<file path="config.mk">
export PLATFORM = sky130hd
export DESIGN_NAME = popcount_expander
export DESIGN_NICKNAME = d
export VERILOG_FILES = /design/src/rtl/popcount_expander_pkg.sv /design/src/rtl/popcount_expander_idx.sv /design/src/rtl/popcount_expander.sv
export SDC_FILE = /design/constraint.sdc
export NUM_CORES = 1
export LEC_CHECK = 0
export ABC_AREA = 1
export BUFFER_PORTS_ARGS = -buffer_cell sky130_fd_sc_hd__buf_4
export CORE_AREA = 10 10 47 49
export DETAILED_ROUTE_END_ITERATION = 16
export DIE_AREA = 0 0 57 59
export HOLD_SLACK_MARGIN = 0.02
export PLACE_DENSITY_LB_ADDON = 0.25
export SLEW_MARGIN = 20
export SYNTH_ARGS = -nofsm -noshare
export SYNTH_HDL_FRONTEND = slang
export SYNTH_SLANG_ARGS = --single-unit
</file>
<file path="constraint.sdc">
create_clock -name clk -period 1.55 [get_ports clk]
set_input_delay 0.465 -clock clk [delete_from_list [all_inputs] [get_ports clk]]
set_output_delay 0.465 -clock clk [all_outputs]
set_load 0.05 [all_outputs]
</file>
<file path="src/rtl/popcount_expander_pkg.sv">
// Shared definitions for the popcount expander: default frame length,
// count-width helper and the FSM state encoding.
package popcount_expander_pkg;

  localparam int N_DEFAULT = 5;

  // Width needed to hold a count in 0..n
  function automatic int count_width(input int n);
    return $clog2(n + 1);
  endfunction

  typedef enum logic {
    IDLE = 1'b0,
    EMIT = 1'b1
  } state_t;

endpackage

</file>
<file path="src/rtl/popcount_expander_idx.sv">
// Bit-index counter for the expander frame. Produces the frame position
// used for the ones/zeros compare and the last-bit marker.
// Optional feature macro: POPCOUNT_EXPANDER_ROTATE_EN adds a rotation offset
// that advances once per completed frame, so the ones move cyclically.
module popcount_expander_idx
  import popcount_expander_pkg::*;
#(
  parameter int N  = N_DEFAULT,
  parameter int CW = count_width(N)
) (
  input  logic          clk,
  input  logic          rst,
  input  logic          inc,
  input  logic          clr,
  output logic [CW-1:0] pos,
  output logic          last
);

  localparam logic [CW-1:0] LAST_IDX = CW'(N - 1);

  logic [CW-1:0] idx;

  assign last = (idx == LAST_IDX);

  // Index advances per accepted beat and wraps to 0 after the last bit
  always_ff @(posedge clk or posedge rst) begin
    if (rst) begin
      idx <= '0;
    end else if (clr) begin
      idx <= '0;
    end else if (inc) begin
      idx <= last ? '0 : idx + 1'b1;
    end
  end

`ifdef POPCOUNT_EXPANDER_ROTATE_EN
  logic [CW-1:0] rot;
  logic [CW:0]   pos_sum;

  // Rotation offset moves by one position after every completed frame
  always_ff @(posedge clk or posedge rst) begin
    if (rst) begin
      rot <= '0;
    end else if (inc && last) begin
      rot <= (rot == LAST_IDX) ? '0 : rot + 1'b1;
    end
  end

  // pos = (idx + N - rot) mod N; the sum stays below 2N so one subtract suffices
  assign pos_sum = {1'b0, idx} + (CW+1)'(N) - {1'b0, rot};
  assign pos     = (pos_sum >= (CW+1)'(N)) ? CW'(pos_sum - (CW+1)'(N)) : CW'(pos_sum);
`else
  assign pos = idx;
`endif

endmodule

</file>
<file path="src/rtl/popcount_expander.sv">
// Count-to-frame expander: accepts a count 0..N and serialises an N-bit
// frame holding exactly min(count, N) ones, index 0 first. Counts above N
// saturate and raise a sticky flag. A new count may be taken on the
// accepted last beat so frames run back to back.
// Optional feature macro: POPCOUNT_EXPANDER_ROTATE_EN (rotating ones position).
module popcount_expander
  import popcount_expander_pkg::*;
#(
  parameter int N  = N_DEFAULT,
  parameter int CW = count_width(N)
) (
  input  logic          clk,
  input  logic          rst,
  input  logic          in_valid,
  output logic          in_ready,
  input  logic [CW-1:0] in_count,
  output logic          out_valid,
  input  logic          out_ready,
  output logic          out_bit,
  output logic          out_last,
  output logic          sat_flag
);

  localparam logic [CW-1:0] N_CNT = CW'(N);

  state_t        state;
  logic [CW-1:0] cnt;
  logic [CW-1:0] pos;
  logic          last;
  logic          accept;
  logic          beat;
  logic          over;

  assign out_valid = (state == EMIT);
  assign beat      = out_valid && out_ready;
  assign out_last  = out_valid && last;
  assign out_bit   = out_valid && (pos < cnt);
  assign over      = (in_count > N_CNT);

  // Ready in IDLE, or on the last beat being accepted; held low during reset
  assign in_ready = !rst && ((state == IDLE) || (beat && last));
  assign accept   = in_valid && in_ready;

  popcount_expander_idx #(
    .N  (N),
    .CW (CW)
  ) u_idx (
    .clk  (clk),
    .rst  (rst),
    .inc  (beat),
    .clr  (accept),
    .pos  (pos),
    .last (last)
  );

  // FSM, saturating count latch and sticky saturation flag
  always_ff @(posedge clk or posedge rst) begin
    if (rst) begin
      state    <= IDLE;
      cnt      <= '0;
      sat_flag <= 1'b0;
    end else if (accept) begin
      state <= EMIT;
      cnt   <= over ? N_CNT : in_count;
      if (over) begin
        sat_flag <= 1'b1;
      end
    end else if (beat && last) begin
      state <= IDLE;
    end
  end

endmodule

</file>
==> reports/metrics.yaml <==
outcome: "complete, but fails checks"
worst_r2r_path_depth: 9
met1_length_microns: 501
area_growth_syn_to_layout_pct: 56.5
worst_slew_margin_rel_pct: 87.9
grt_pass1_wl_mm: 1.99
clock_insertion_delay_worst_skew_ns: 0.26
mappedNetlistNets: 76
detail_route.vias_per_cell: 4.54
finalCritPeriodShare_pct: 119
drtPass1Iterations: 4
path_class: "reg2out"
ys_seq_area_share_pct: 39.8
cpPeakStageDelay_ns: 0.39
ctsHoldBuffers: 0
route.vias.total: 477
largest_net_degree_at_the_start_of_global_routing: 15
timing.reg2reg.setup_slack_ns: 0.16
timing.max_cap.violations: 0
power.leakage_nw: 0.418
worst_setup_path_end_kind: "output pin"
cts_tree: "built"
drt_first_iter_violations: 5
hpwl_microns: 942
grt_setup_unrepaired: "true"
timing.final.crit_period_ns: 1.84
worst_vdd_ir_mv: 0.880
place.port_buffers: 11
violations_in_the_final_reports: "setup timing"
route.top_layer_used: "met4"
start_kind: "flop"
number_of_antenna_violations_at_the_first_check_in_global_routing: 0
design.portCount: 12
placed_area_sq_um: 693
cell_with_the_biggest_individual_delay_on_the_critical_path: "sky130_fd_sc_hd__dfrtp_1"
cts.htree.levels: 1
synthesis.instances: 65
drt_total_wl_mm: 1.18
grtUsageTotal_pct: 7.19
final_max_tran_viols: 0
synth-seq-cells: 8
ff_to_ff_end: "cnt[0]$_DFFE_PP0P_"
dieArea_sq_mm: 0.00336
finalHoldWorstSlack_ns: 0.219
worst_ep_arrival_time_ns: 1.38
report.final.hold_viol_count: 0
post-route-cell-area_sq_um: 787
crit_path_cell_trace: "inv_2, ha_4, a21oi_2, nand2_2, nor2_4, buf_8"
detail_route.wl_per_cell_microns: 11.2
clk_pin_slew_worst_paths_ns: 0.06
ant_nets: 0
max_freq_mhz: 543
clock_path_buffers: 2
placement_rows: 14
via_count_of_the_first_global_routing_pass: 503
final_critical_path_setup_slack_ns: -0.291
dr_wl_met3_microns: 42
synthesis.area_sq_um: 503
critical_path.max_fanout: 2
timing.critical_path.buf_inv: 2
setup_violations: 3
finClkSkew_ns: 0.0170
fin_nets: 101
ctsRootBufferMaster: "sky130_fd_sc_hd__clkbuf_4"
ys.warnings.count: 0
synth.lib_cells_used.distinct: 15
cell_type_group_with_the_largest_total_delay_on_the_critical_path: "flip-flops"
worstReg2RegStart: "u_idx.pos[1]$_DFFE_PP0P_"
initial_core_util_pct: 35.9
insertedDiodeCount: 0
hold_class: "in2async"
pre_cts_slack_ns: -0.101
power_per_cell_area_mw_per_mm2: 2130
weighted_congestion_at_the_end_of_routability_driven_global_placement: 0.664
core_region_area_sq_mm: 0.00140
die_y_microns: 59
grt_remaining_overflow: 0
required_ns: 1.08
drive_gt1_share_pct: 44.9
met2_length_microns: 624
cts_made_buffers: 3
max_slew.worst_pin.slew_ns: 0.181
syn_area_per_cell_sq_um: 7.74
drt_drc_violations_left: 0
cts.sink_count: 8
die-width_microns: 57
-- cells by family after synthesis --
logic type | Yosys count | synth area share, %
simple gates | 31 | 29.1
flops | 8 | 39.8
fa+ha+maj | 4 | 9.95
buf+inv | 15 | 11.2
compound gates | 7 | 9.95
-- tightest hold or removal path: cells and delay by family --
family | cells | cell delay [ns]
buffers and inverters | 3 | 0.37
-- repair_timing --
action                                  in CTS  in global routing
gates cloned                                 0                  0
buffers inserted                             2                  1
pin swaps                                    4                  2
resized for setup                            7                  4
hold endpoints to repair                     0                  0
endpoints found under the setup margin       3                  3
-- through the flow --
stage | std cells | TNS [ns] | power [mW] | util [%]
after floorplan | 65 | -0.188 | 1.02 | -
after global placement | 98 | -0.110 | 1.28 | 49.5
after detailed placement | 98 | -0.185 | 1.32 | 49.5
after CTS | 104 | -0.841 | 1.62 | 54.3
after global routing | 105 | -0.928 | 1.81 | 56.2
final | 105 | -0.731 | 1.68 | 56.2
-- report_power, final --
part	internal [mW]	total, mW	switching (mW)
clock	0.0984	0.171	0.0724
combinational	0.518	1.15	0.628
sequential	0.296	0.360	0.0640
-- routing by layer --
| metal | vias up | global-route usage, % |
|---|---|---|
| met5 | - | 0 |
| met4 | 0 | 3.02 |
| met3 | 2 | 2.15 |
| met2 | 8 | 12.4 |
| met1 | 213 | 8.02 |
| li1 | 254 | - |
-- Yosys cell counts --
library cell               count  area, sq um
sky130_fd_sc_hd__clkinv_1      1         3.75
sky130_fd_sc_hd__nor2_1        3         11.3
sky130_fd_sc_hd__nand3_1       3         15.0
sky130_fd_sc_hd__inv_2         1         3.75
sky130_fd_sc_hd__inv_1        13         48.8
sky130_fd_sc_hd__a31oi_1       1         6.26
sky130_fd_sc_hd__o21ai_0       3         15.0
sky130_fd_sc_hd__o21bai_4      1         18.8
sky130_fd_sc_hd__nand2_2       1         6.26
sky130_fd_sc_hd__nand3_4       1         17.5
sky130_fd_sc_hd__dfrtp_1       8          200
sky130_fd_sc_hd__nand2_1      19         71.3
sky130_fd_sc_hd__nand4_1       4         25.0
sky130_fd_sc_hd__a21oi_1       2         10.0
sky130_fd_sc_hd__ha_1          4         50.1
-- area by class of cell --
type,instances,area [sq um]
Tap cell,16,20.0
Multi-Input combinational cell,42,300
Inverter,15,62.6
Sequential cell,8,201
Fill cell,136,614
Timing Repair Buffer,20,176
Clock buffer,4,26.3
-- worst max-delay path by stage --
| stage | start | to | depth (start not counted) |
|---|---|---|---|
| after global placement | cnt[2]$_DFFE_PP0P_ | out_bit | 6 |
| after CTS | cnt[2]$_DFFE_PP0P_ | out_bit | 6 |
| final | cnt[2]$_DFFE_PP0P_ | out_bit | 6 |
| after floorplan | u_idx.pos[2]$_DFFE_PP0P_ | out_bit | 4 |
| after global routing | u_idx.pos[1]$_DFFE_PP0P_ | out_bit | 5 |
| after detailed placement | cnt[2]$_DFFE_PP0P_ | out_bit | 6 |
-- cell usage in the layout, fill, tap and decap left out, types with 2 or more instances in the layout --
cell type,n
sky130_fd_sc_hd__o21ai_0,3
sky130_fd_sc_hd__nor2_4,2
sky130_fd_sc_hd__nand2_1,17
sky130_fd_sc_hd__ha_4,2
sky130_fd_sc_hd__buf_4,16
sky130_fd_sc_hd__inv_2,4
sky130_fd_sc_hd__nand2_2,2
sky130_fd_sc_hd__clkbuf_4,3
sky130_fd_sc_hd__inv_1,8
sky130_fd_sc_hd__ha_1,2
sky130_fd_sc_hd__buf_8,3
sky130_fd_sc_hd__dfrtp_1,7
sky130_fd_sc_hd__nand4_1,4
sky130_fd_sc_hd__nand3_1,3
-- flip-flops by register name, summed over array words and instances (netlist names) --
| register | count |
|---|---|
| cnt | 3 |
| u_idx.pos | 3 |
| out_valid | 1 |
| sat_flag | 1 |
Power figures use the tool's default switching activity.
